<file path="config.mk">
export PLATFORM = sky130hd
export DESIGN_NAME = msg_encrypt_engine
export DESIGN_NICKNAME = d
export VERILOG_FILES = /design/src/rtl/msg_encrypt_engine.sv
export SDC_FILE = /design/constraint.sdc
export NUM_CORES = 1
export LEC_CHECK = 0
export BUFFER_PORTS_ARGS = -buffer_cell sky130_fd_sc_hd__buf_2
export CAP_MARGIN = 30
export CORE_MARGIN = 8
export CORE_UTILIZATION = 24
export CTS_CLUSTER_SIZE = 16
export DETAILED_ROUTE_END_ITERATION = 7
export SETUP_SLACK_MARGIN = 0.4
export SLEW_MARGIN = 20
export SYNTH_ARGS = -nofsm -noshare
export SYNTH_HDL_FRONTEND = slang
export SYNTH_SLANG_ARGS = --single-unit
export TNS_END_PERCENT = 1
</file>
<file path="constraint.sdc">
create_clock -name clk -period 2 [get_ports clk]
set_input_delay 0.1 -clock clk [delete_from_list [all_inputs] [get_ports clk]]
set_output_delay 0.1 -clock clk [all_outputs]
set_load 0.02 [all_outputs]
</file>
<file path="src/rtl/msg_encrypt_engine.sv">
// msg_encrypt_engine: pads, LFSR-encrypts and parity-tags a 61-byte message into a 64-byte ciphertext frame
module msg_encrypt_engine #(
    parameter logic [7:0] MSG_BASE  = 8'd0,
    parameter logic [7:0] CFG_PRE   = 8'd61,
    parameter logic [7:0] CFG_TAP   = 8'd62,
    parameter logic [7:0] CFG_SEED  = 8'd63,
    parameter logic [7:0] OUT_BASE  = 8'd64,
    parameter int         FRAME_LEN = 64,
    parameter logic [7:0] PRE_MIN   = 8'd10,
    parameter logic [7:0] PRE_MAX   = 8'd15,
    parameter logic [7:0] ASCII_OFS = 8'h20
) (
    input  logic       clk,
    input  logic       reset,
    input  logic       start,
    output logic       ack,
    output logic [7:0] mem_addr,
    input  logic [7:0] mem_rd_data,
    output logic       mem_wr_en,
    output logic [7:0] mem_wr_data
);
    typedef enum logic [2:0] {IDLE, LD_PRE, LD_TAP, LD_SEED, RD, WR, DONE} state_t;
    localparam logic [5:0] LAST = 6'(FRAME_LEN - 1);
    state_t     state, state_n;
    logic       start_q;
    logic [5:0] idx;
    logic [7:0] pre;
    logic [6:0] taps;
    logic [6:0] lfsr;
    logic [7:0] plain;
    logic       launch;
    logic       pad;
    logic       pad_next;
    logic [7:0] c;
    assign launch   = start_q & ~start;
    assign pad      = {2'b00, idx} < pre;
    assign pad_next = {2'b00, idx + 6'd1} < pre;
    assign c        = (pad ? 8'h00 : plain) ^ {1'b0, lfsr};
    // State register plus the config, key-stream and plaintext latches
    always_ff @(posedge clk) begin
        if (reset) begin
            state   <= IDLE;
            start_q <= 1'b0;
            idx     <= '0;
            pre     <= '0;
            taps    <= '0;
            lfsr    <= '0;
            plain   <= '0;
        end else begin
            start_q <= start;
            state   <= state_n;
            case (state)
                LD_PRE: begin
                    pre <= mem_rd_data < PRE_MIN ? PRE_MIN : mem_rd_data > PRE_MAX ? PRE_MAX : mem_rd_data;
                    idx <= '0;
                end
                LD_TAP:  taps  <= mem_rd_data[6:0];
                LD_SEED: lfsr  <= mem_rd_data[6:0] == 7'd0 ? 7'h01 : mem_rd_data[6:0];
                RD:      plain <= mem_rd_data - ASCII_OFS;
                WR: begin
                    lfsr <= {lfsr[5:0], ^(lfsr & taps)};
                    idx  <= idx + 6'd1;
                end
                default: ;
            endcase
        end
    end
    // Next state and memory-port drive; preamble slots skip the read cycle
    always_comb begin
        state_n     = state;
        ack         = 1'b0;
        mem_addr    = 8'h00;
        mem_wr_en   = 1'b0;
        mem_wr_data = 8'h00;
        case (state)
            IDLE: state_n = launch ? LD_PRE : IDLE;
            LD_PRE: begin
                mem_addr = CFG_PRE;
                state_n  = LD_TAP;
            end
            LD_TAP: begin
                mem_addr = CFG_TAP;
                state_n  = LD_SEED;
            end
            LD_SEED: begin
                mem_addr = CFG_SEED;
                state_n  = pad ? WR : RD;
            end
            RD: begin
                mem_addr = MSG_BASE + ({2'b00, idx} - pre);
                state_n  = WR;
            end
            WR: begin
                mem_addr    = OUT_BASE + {2'b00, idx};
                mem_wr_en   = 1'b1;
                mem_wr_data = {^c[6:0], c[6:0]};
                state_n     = idx == LAST ? DONE : pad_next ? WR : RD;
            end
            DONE: begin
                ack     = 1'b1;
                state_n = launch ? LD_PRE : DONE;
            end
            default: state_n = IDLE;
        endcase
    end
endmodule

</file>
==> run_results.csv, run 1 <==
group,metric,value,unit
status,status,"finished, violations left",
status,violations,"negative setup slack",
worst_setup_path,worstPathCellList,"inv_2, ha_4, fa_2, nor2b_2, o31a_1, buf_6, o211ai_1, xor2_1, nor2_2, buf_4",
worst_setup_path,start_kind,"flip-flop",
worst_setup_path,reg2reg_slack,-0.04,ns
worst_setup_path,rr_worst_depth,9,
worst_setup_path,crit_slowest_cell,"fa_2",
placed_design,io_buffers,28,
power,net-switching-power,532,µW
global_route,grtUsageMet1,0.120,
power,power.leakage,0.00125,µW
worst_setup_path,critPathKind,"reg -> out",
drt,ant_nets,0,
power,swShare,0.307,
final_layout,fin_nets,387,
global_route,grt_antenna_before_repair,3,
power,power.density,534,nW/µm²
sta,fmax,425,MHz
drt,via_per_inst,4.79,
floorplanning,num_rows,37,
drt,drtPass1Iterations,4,
worst_setup_path,cp-end-kind,"primary output",
sta,slew_viol_final,0,
worst_hold_path,hp-class,"in -> reg",
sta,finalSetupViolations,15,
clock_tree,path_clk_slew,0.08,ns
floorplanning,die_y,119,µm
sta,relSlewSlack,0.656,
clock_tree,clk_path_buf_depth,2,
logic_synthesis,synth_area_per_cell,7.96,µm²
floorplanning,start_util,0.247,
sta,setup_tns,-4.00,ns
floorplanning,die_w,119,µm
clock_tree,cts.sinks,39,
logic_synthesis,synth_seq_cells,39,
logic_synthesis,syn-num-nets,348,
power,vdd_drop_max,0.272,mV
power,p_seq_frac,0.471,
sta,worst_pin_slew,0.516,ns
global_route,grt-ovfl-total,0,
clock_tree,cts_buffers,5,
placed_design,gp_congestion,0.873,
logic_synthesis,synthTopCellsByArea,"dfxtp_1 (30%), nor2_1 (7.2%), ha_1 (6.8%)",
clock_tree,cts_tree,"yes",
sta,finalCriticalPeriod,2.35,ns
sta,rsz0062_at_grt,"yes",
flow_run,maxCapViolCount,0,
worst_setup_path,crit_family,"adder cells",
placed_design,placed_area,3020,µm²
placed_design,dp_hpwl,5740,µm
global_route,grt_max_degree,26,
logic_synthesis,syn_area,2560,µm²
worst_setup_path,reg2reg_to,"state[0]",
clock_tree,cts-root-buf,"clkbuf_8",
floorplanning,die_area,14200,µm²
worst_hold_path,min_from,"start",
clock_tree,htreeDepth,2,
clock_tree,clkLatencyLatePin,0.30,ns
floorplanning,coreArea,10400,µm²
worst_hold_path,whs_path_depth,2,
final_layout,insertedDiodeCount,0,
drt,wl_per_cell,14.8,µm
logic_synthesis,seq_area_frac_synth,0.305,
worst_setup_path,cp_num_buf_inv,3,
worst_setup_path,cp.arrival,2.25,ns
power,clkPwrFrac,0.319,
global_route,grt_pass1_wl,12200,µm
global_route,gr-usage-met3,0.0326,
drt,via_count,2386,
logic_synthesis,synth_top_area_frac,0.305,
drt,route.detailed.drc,0,
clock_tree,post-cts-setup-buffer-count,0,
final_layout,area_growth,26.6,%
sta,min_period_over_period,1.18,
global_route,grt_use_total,0.105,
logic_synthesis,yosys_warnings,0,
logic_synthesis,yosysTopAreaCell,"dfxtp_1",
worst_setup_path,crit_fanout,9,
worst_setup_path,r2r_start,"idx[2]",
worst_setup_path,critPathMaxStageDelay,0.35,ns
clock_tree,holdBufCountCts,0,
final_layout,n_fill_cell,1108,
worst_setup_path,worstPathRequired,1.90,ns
drt,drtIter0Drc,114,
global_route,grt_util_met2,0.177,
power,p_comb_frac,0.210,
worst_hold_path,holdPathEnd,"start_q",
global_route,top_usage_layer,"met2",
sta,finalHoldViolCount,0,
logic_synthesis,synthCells,322,
power,p_int,1200,µW
sta,skew,0.00348,ns
sta,fin_ws,-0.352,ns
global_route,grt_pass1_vias,2407,
floorplanning,io_pins,29,
final_layout,final_area,3240,µm²
final_layout,drive_gt1_frac,0.262,
logic_synthesis,ys_types,40,
drt,finalWirelength,7380,µm
sta,fin_hold_ws,0.0464,ns
[worst reg2reg max path: cells and delay by family (launching register included)]
family,cells,cell delay [ns]
simple gates,4,0.53
flops,1,0.37
compound gates,2,0.35
fa+ha+maj,1,0.32
xor+xnor,1,0.26
buf+inv,1,0.16
[cells by family (layout without fill, tap and decap cells)]
family / count (synthesis) / in the layout / share of synthesized area
adder cells (fa/ha/maj): 15 / 15 / 0.0762
AO/OA/AOI/OAI: 76 / 76 / 0.192
AND/OR/NAND/NOR: 118 / 118 / 0.209
buffers and inverters: 29 / 69 / 0.0469
multiplexers: 13 / 13 / 0.0508
XOR/XNOR: 32 / 32 / 0.120
flip-flops: 39 / 39 / 0.305
[flip-flops by register name, summed over array words and instances, names as in the netlist]
signal,flops
pre,8
start_q,1
lfsr,7
idx,6
plain,7
taps,7
state,3
[synth_stat cells]
library cell / count
nand2_1: 27
a221oi_1: 5
nand2b_1: 4
a21oi_1: 29
and4_1: 1
and2_1: 2
nor2_1: 49
nor2b_1: 7
o21bai_1: 1
nor2_2: 1
o31a_1: 2
o2111ai_1: 1
fa_1: 1
or2_2: 1
xnor3_1: 2
dfxtp_1: 39
xnor2_1: 15
xor2_1: 15
a2111oi_2: 1
o31ai_2: 1
a31oi_1: 1
clkbuf_1: 9
nor4_1: 3
nor3_1: 9
o21ai_0: 12
inv_1: 11
a32o_1: 1
nand2_2: 2
a22oi_1: 2
o41ai_1: 1
or3_1: 2
nand3_1: 5
and3_1: 3
a211oi_1: 3
buf_2: 9
o211ai_1: 10
mux2i_1: 13
nand3b_1: 2
ha_1: 14
o21a_1: 6
[cell type report]
| cell class | instances | area, µm² | area share |
|---|---|---|---|
| sequential | 39 | 790 | 0.243 |
| multi-input combinational | 254 | 1790 | 0.552 |
| timing repair buffer | 50 | 363 | 0.112 |
| clock buffer | 6 | 72.6 | 0.0224 |
| clock inverter | 2 | 12.5 | 0.00386 |
| tap | 136 | 170 | 0.0524 |
| inverter | 11 | 46.3 | 0.0143 |
[worst max path at each step]
stage | cells past startpoint | start | slack [ns] | to
detailed placement | 10 | idx[0] | -0.09 | mem_wr_data[2]
CTS | 10 | idx[0] | -0.38 | mem_wr_data[2]
global route | 10 | idx[0] | -0.49 | mem_wr_data[0]
floorplan | 9 | idx[0] | 0.05 | mem_wr_data[0]
finish | 10 | idx[0] | -0.35 | mem_wr_data[2]
global placement | 9 | idx[0] | -0.07 | mem_addr[6]
[power by group through the flow]
| stage | Combinational (µW) | Clock [µW] | Sequential, µW |
|---|---|---|---|
| final | 364 | 552 | 816 |
| after global routing | 401 | 596 | 819 |
| after CTS | 355 | 560 | 814 |
| after detailed placement | 336 | 0 | 832 |
| after global placement | 330 | 0 | 831 |
| after floorplan | 236 | 0 | 825 |
[metal layers]
layer  part of all wire  vias to the layer above
li1                   -                     1198
met1               0.45                     1124
met3              0.048                       14
met2               0.48                       44
met5             0.0047                        -
met4              0.019                        6
[through the flow]
| stage | total power [µW] | util | setup slack, ns | cells |
|---|---|---|---|---|
| after floorplan | 1060 | - | 0.0534 | 322 |
| after global placement | 1160 | 0.291 | -0.0749 | 490 |
| after detailed placement | 1170 | 0.291 | -0.0904 | 490 |
| after CTS | 1730 | 0.308 | -0.380 | 498 |
| after global routing | 1820 | 0.313 | -0.485 | 498 |
| final | 1730 | 0.313 | -0.352 | 498 |
[placed cells by master, fill, tap and decap left out, types with 4 or more instances in the layout]
cell type and count:
a21oi_1 27, buf_2 17, buf_4 25, buf_6 8
clkbuf_8 5, dfxtp_1 34, dfxtp_2 4, ha_1 12
inv_1 9, mux2i_1 13, nand2_1 26, nand3_1 5
nor2_1 41, nor2_2 9, nor2b_1 6, nor3_1 9
o211ai_1 10, o21a_1 6, o21ai_0 8, xnor2_1 15
xor2_1 15
[what timing repair did]
item,4_1_cts,5_1_grt
resized for setup,30,13
endpoints found under the setup margin,21,37
pin swaps,8,4
hold endpoints to repair,0,0
(Power assumes the default switching activity.)
==> inputs of run 2 (changes only) <==
--- a/config.mk
+++ b/config.mk
@@ -5,6 +5,7 @@
 export SDC_FILE = /design/constraint.sdc
 export NUM_CORES = 1
 export LEC_CHECK = 0
+export ABC_AREA = 1
 export BUFFER_PORTS_ARGS = -buffer_cell sky130_fd_sc_hd__buf_2
 export CAP_MARGIN = 30
 export CORE_MARGIN = 8
==> run 2 against run 1 <==
The flow still finishes with violations (negative setup slack). Core utilization rose by 1.7 points. Worst setup slack got worse by 0.19 ns. Clock skew rose by 0.0057 ns.
==> run_results.csv, run 2 <==
group,metric,value,unit
status,status,"finished, violations left",
status,violations,"negative setup slack",
drt,route.detailed.drc,0,
sta,setup_tns,-3.64,ns
worst_setup_path,critPathKind,"reg -> out",
drt,top_layer_used,"met4",
floorplanning,die_y,120,µm
logic_synthesis,ys_top_cells_by_count,"nand2_1 (96), inv_1 (48), a21oi_1 (40)",
logic_synthesis,yosysTopAreaCell,"dfxtp_1",
power,power.total,1880,µW
power,swShare,0.291,
final_layout,final_cell_mix,"nand2_1 (74), inv_1 (41), buf_4 (38)",
global_route,grt_max_degree,22,
clock_tree,cts_buffers,5,
drt,drt-met1-wl,3210,µm
drt,drtPass1Iterations,4,
global_route,grt_pass1_wl,12200,µm
final_layout,area_growth,36.5,%
floorplanning,start_util,0.242,
placed_design,io_buffers,28,
final_layout,regMostFlops,"pre",
worst_hold_path,hp-class,"in -> reg",
drt,met2_length,3700,µm
logic_synthesis,synth_edf_count,0,
sta,fin_ws,-0.539,ns
clock_tree,clkLatencyLatePin,0.29,ns
worst_setup_path,worstPathRequired,1.90,ns
worst_setup_path,cp-end-kind,"primary output",
clock_tree,clk_path_buf_depth,2,
placed_design,placed_cells,581,
sta,skew,0.00922,ns
sta,worst_pin_slew,0.542,ns
global_route,grt-ovfl-total,0,
global_route,grt_antenna_before_repair,0,
drt,wl_per_cell,12.4,µm
drt,drtIter0Drc,109,
logic_synthesis,ys_types,36,
flow_run,maxCapViolCount,0,
power,net-switching-power,546,µW
logic_synthesis,synth_top_area_frac,0.302,
sta,min_period_over_period,1.27,
clock_tree,cts.sinks,39,
drt,wl_met3,302,µm
worst_setup_path,cp.arrival,2.44,ns
logic_synthesis,synthFlopType,"dfxtp_1",
clock_tree,path_clk_slew,0.08,ns
drt,ant_nets,0,
logic_synthesis,yosys_warnings,0,
placed_design,gp_congestion,0.911,
sta,finalSetupViolations,14,
logic_synthesis,synth_most_common_cell,"nand2_1",
worst_setup_path,crit_fanout,8,
power,power.density,532,nW/µm²
placed_design,placed_area,3110,µm²
logic_synthesis,syn_area,2580,µm²
worst_setup_path,start_kind,"flip-flop",
final_layout,n_fill_cell,1151,
power,power.leakage,0.00153,µW
sta,fmax,394,MHz
floorplanning,coreArea,10700,µm²
final_layout,insertedDiodeCount,0,
floorplanning,num_rows,38,
final_layout,fin_nets,481,
clock_tree,htreeDepth,2,
sta,slew_viol_final,0,
final_layout,drive_gt1_frac,0.322,
final_layout,final_area,3530,µm²
sta,finalCriticalPeriod,2.54,ns
logic_synthesis,synth_area_per_cell,6.65,µm²
global_route,grt_pass1_vias,2609,
logic_synthesis,syn-num-nets,415,
floorplanning,die_area,14300,µm²
power,vdd_drop_max,0.254,mV
sta,rsz0062_at_grt,"yes",
logic_synthesis,seq_area_frac_synth,0.302,
power,p_seq_frac,0.438,
floorplanning,io_pins,29,
placed_design,dp_hpwl,5570,µm
power,clkPwrFrac,0.350,
logic_synthesis,async_reset_ff_frac,0,
drt,finalWirelength,7390,µm
logic_synthesis,synthCells,389,
final_layout,largest_reg_flops,8,
final_layout,fin_util,0.330,
clock_tree,cts-root-buf,"clkbuf_8",
final_layout,final_common_cell,"nand2_1",
power,p_int,1330,µW
drt,via_count,2705,
floorplanning,die_w,120,µm
power,p_comb_frac,0.211,
drt,via_per_inst,4.54,
sta,finalHoldViolCount,0,
clock_tree,cts_tree,"yes",
logic_synthesis,synth_seq_cells,39,
final_layout,fin_cells,596,
sta,relSlewSlack,0.639,
logic_synthesis,synthTopCellsByArea,"dfxtp_1 (30%), nand2_1 (14%), a21oi_1 (7.7%)",
global_route,grt_use_total,0.102,
-- run 2: changes by cell type in the layout (fill, tap and decap cells not counted), sizes merged, moves of 7 or more --
cell and delta:
nand3 +18, buf +17, nand2 +72, nor2 -16, mux2i -13, o211ai -9, nor2b -7, a21oi +11
xor2 -8, inv +41, o21ai +24, xnor2 -10
-- run 2: cell families after synthesis --
group	share of synthesized area
xor+xnor	0.0407
flops	0.302
buf+inv	0.101
compound gates	0.188
simple gates	0.293
fa+ha+maj	0.0755
-- run 2: worst paths after layout --
| path | slack [ns] | cells past startpoint | start | endpoint |
|---|---|---|---|---|
| worst min register to register | 0.45 | 2 | pre[4] | pre[4] |
| worst max-delay path | -0.54 | 18 | idx[0] | mem_wr_data[7] |
| worst min-delay path | 0.03 | 3 | start | start_q |
| worst max register to register | 0.08 | 10 | idx[0] | state[0] |
-- run 2: timing repair --
action | in CTS | in global routing
pin swaps | 23 | 11
hold buffers | 1 | 0
cloned | 1 | 0
endpoints found under the hold margin | 1 | 0
resized for setup | 45 | 40
buffers inserted | 3 | 2
setup endpoints to repair | 25 | 28
-- run 2: power by group through the flow --
stage	sequential (µW)	combinational, µW	clock, µW
finish	824	397	658
global route	827	438	702
CTS	823	377	678
detailed placement	841	326	0
global placement	841	317	0
floorplan	837	224	0
-- run 2: cell type report --
cell class	instances	area (µm²)	share of cell area
clock inverter	3	43.8	0.0124
timing repair buffer	68	519	0.147
sequential	39	791	0.224
multi-input combinational	289	1740	0.492
inverter	52	195	0.0553
tap	140	175	0.0496
clock buffer	5	68.8	0.0195
-- run 2: per-layer routing --
metal	up-vias	global-route usage
met2	50	0.184
met4	0	0.0468
li1	1407	-
met3	14	0.0169
met5	-	0
met1	1234	0.116
-- run 2: worst max-delay path, stage by stage, from the launching register on --
cell and delay, ns:
dfxtp_2 0.34, inv_2 0.05, ha_4 0.15, fa_2 0.34
inv_2 0.05, nand2_1 0.05, nand2_2 0.09, nand3_4 0.12
nand2_8 0.14, nand2_1 0.08, nand2_1 0.08, nand2_2 0.07
nand2_2 0.08, nand2_1 0.05, nand2_1 0.06, nand2_2 0.06
nor2_2 0.14, nor2_4 0.05, buf_6 0.12
-- run 2: stage by stage --
step	setup slack, ns	hold WS (ns)
2_1_floorplan	-0.121	0.190
3_3_place_gp	-0.287	0.310
3_5_place_dp	-0.372	0.316
4_1_cts	-0.521	0.0206
5_1_grt	-0.697	0.0220
6_report	-0.539	0.0260
==> inputs of run 3 (changes only) <==
--- a/config.mk
+++ b/config.mk
@@ -12,7 +12,8 @@
 export CORE_UTILIZATION = 24
 export CTS_CLUSTER_SIZE = 16
 export DETAILED_ROUTE_END_ITERATION = 7
-export SETUP_SLACK_MARGIN = 0.4
+export MAX_ROUTING_LAYER = met4
+export SETUP_SLACK_MARGIN = 0.3
 export SLEW_MARGIN = 20
 export SYNTH_ARGS = -nofsm -noshare
 export SYNTH_HDL_FRONTEND = slang
==> run 3 against run 2 <==
Final cell count unchanged. The run still ends with negative setup slack left. Critical path depth increased by 1. Core utilization decreased by 0.082 points. Maximum frequency about the same. Worst hold slack got worse by 0.00053 ns. Largest power group unchanged. Clock-buffer cell count unchanged. Global-route usage increased by 0.32 points. Clock power increased by 0.6%. Clock skew increased by 0.00068 ns.
==> run_results.csv, run 3 (synthesized netlist as in run 2, its figures left out) <==
group,metric,value,unit
flow_run,maxCapViolCount,0,
floorplanning,die_area,14300,µm²
floorplanning,io_pins,29,
drt,finalWirelength,7400,µm
clock_tree,clk_path_buf_depth,2,
worst_setup_path,cp-end-kind,"primary output",
placed_design,io_buffers,28,
final_layout,fin_util,0.329,
worst_setup_path,crit_fanout,8,
worst_setup_path,cp.arrival,2.44,ns
sta,fmax,394,MHz
clock_tree,clkLatencyLatePin,0.29,ns
global_route,grt_max_degree,22,
sta,min_period_over_period,1.27,
clock_tree,cts-root-buf,"clkbuf_8",
clock_tree,cts_tree,"yes",
worst_setup_path,start_kind,"flip-flop",
sta,relSlewSlack,0.650,
final_layout,final_common_cell,"nand2_1",
final_layout,fin_cells,596,
global_route,grt_pass1_vias,2599,
status,status,"finished, violations left",
global_route,grt_pass1_wl,12300,µm
drt,route.detailed.drc,0,
floorplanning,num_rows,38,
placed_design,placed_cells,581,
sta,finalSetupViolations,14,
floorplanning,start_util,0.242,
floorplanning,coreArea,10700,µm²
global_route,grt_use_total,0.105,
final_layout,fin_nets,481,
global_route,grt-ovfl-total,0,
sta,rsz0062_at_grt,"yes",
placed_design,dp_slack,-0.372,ns
sta,finalCriticalPeriod,2.54,ns
placed_design,gp_congestion,0.926,
floorplanning,die_y,120,µm
drt,drtPass1Iterations,4,
drt,ant_nets,0,
worst_setup_path,critPathKind,"reg -> out",
global_route,grt_antenna_before_repair,0,
final_layout,final_cell_mix,"nand2_1 (74), inv_1 (42), buf_4 (39)",
final_layout,regMostFlops,"pre",
drt,via_count,2706,
power,vdd_drop_max,0.254,mV
power,power.total,1880,µW
sta,skew,0.00991,ns
worst_hold_path,hp-class,"in -> reg",
final_layout,largest_reg_flops,8,
drt,wl_per_cell,12.4,µm
sta,worst_pin_slew,0.525,ns
power,power.density,534,nW/µm²
placed_design,dp_hpwl,5570,µm
power,power.leakage,0.00152,µW
clock_tree,path_clk_slew,0.08,ns
drt,drtIter0Drc,135,
final_layout,insertedDiodeCount,0,
floorplanning,die_w,120,µm
sta,slew_viol_final,0,
final_layout,area_growth,36.2,%
final_layout,drive_gt1_frac,0.318,
clock_tree,cts_buffers,5,
clock_tree,cts.sinks,39,
status,violations,"negative setup slack",
clock_tree,htreeDepth,2,
worst_setup_path,worstPathRequired,1.90,ns
sta,finalHoldViolCount,0,
sta,fin_ws,-0.539,ns
drt,via_per_inst,4.54,
## run 3: cell counts in the layout (fill, tap and decap cells not counted)
No cell type changed its count.
## run 3: path summary, 6_finish.rpt
path,startpoint,end,slack (ns),cells after the start
worst max-delay path,idx[0],mem_wr_data[7],-0.54,19
worst min-delay path,start,start_q,0.03,3
worst max register to register,idx[0],state[0],0.09,10
worst min register to register,pre[4],pre[4],0.45,2
## run 3: power by group
part	internal (µW)	switching, µW	total, µW
clock network	372	290	662
registers	801	22.0	823
logic	159	236	395
total	1330	549	1880
## run 3: critical path, stage by stage, from the launching register on
cell,delay (ns)
dfxtp_2,0.34
inv_2,0.05
ha_4,0.15
fa_2,0.34
inv_2,0.05
nand2_1,0.05
nand2_2,0.09
nand3_4,0.12
nand2_8,0.14
nand2_1,0.08
nand2_1,0.08
nand2_2,0.07
nand2_2,0.08
nand2_1,0.05
nand2_1,0.06
nand2_2,0.06
nand2_2,0.06
nand2_2,0.05
nor2_4,0.08
buf_6,0.12
## run 3: final cells by class
cell class	count	area, µm²
Tap cell	140	175
Inverter	52	195
Sequential cell	39	790
Multi-Input combinational cell	289	1740
Clock inverter	3	43.8
Clock buffer	5	68.8
Timing Repair Buffer	68	512
Fill cell	1151	7180
## run 3: per-layer routing
metal / GRT usage / routed length [µm] / vias up
met5: - / 0 / -
met4: 0.0461 / 197 / 0
met3: 0.0150 / 182 / 18
met1: 0.118 / 3320 / 1243
li1: - / - / 1405
met2: 0.184 / 3710 / 40
## run 3: metrics by stage
stage	cell area [µm²]	hold WS (ns)	TNS (ns)
2_1_floorplan	2610	0.190	-0.121
3_3_place_gp	3110	0.310	-0.424
3_5_place_dp	3110	0.316	-0.969
4_1_cts	3410	0.0206	-3.55
5_1_grt	3520	0.0220	-5.50
6_report	3520	0.0254	-3.67
## run 3: timing repair
action                                 in CTS  in global routing
gates resized for setup                    45                 36
setup endpoints to repair                  18                 27
endpoints found under the hold margin       1                  0
setup buffers                               3                  2
pin swaps                                  23                  9
hold buffers                                1                  0
cloned                                      1                  0
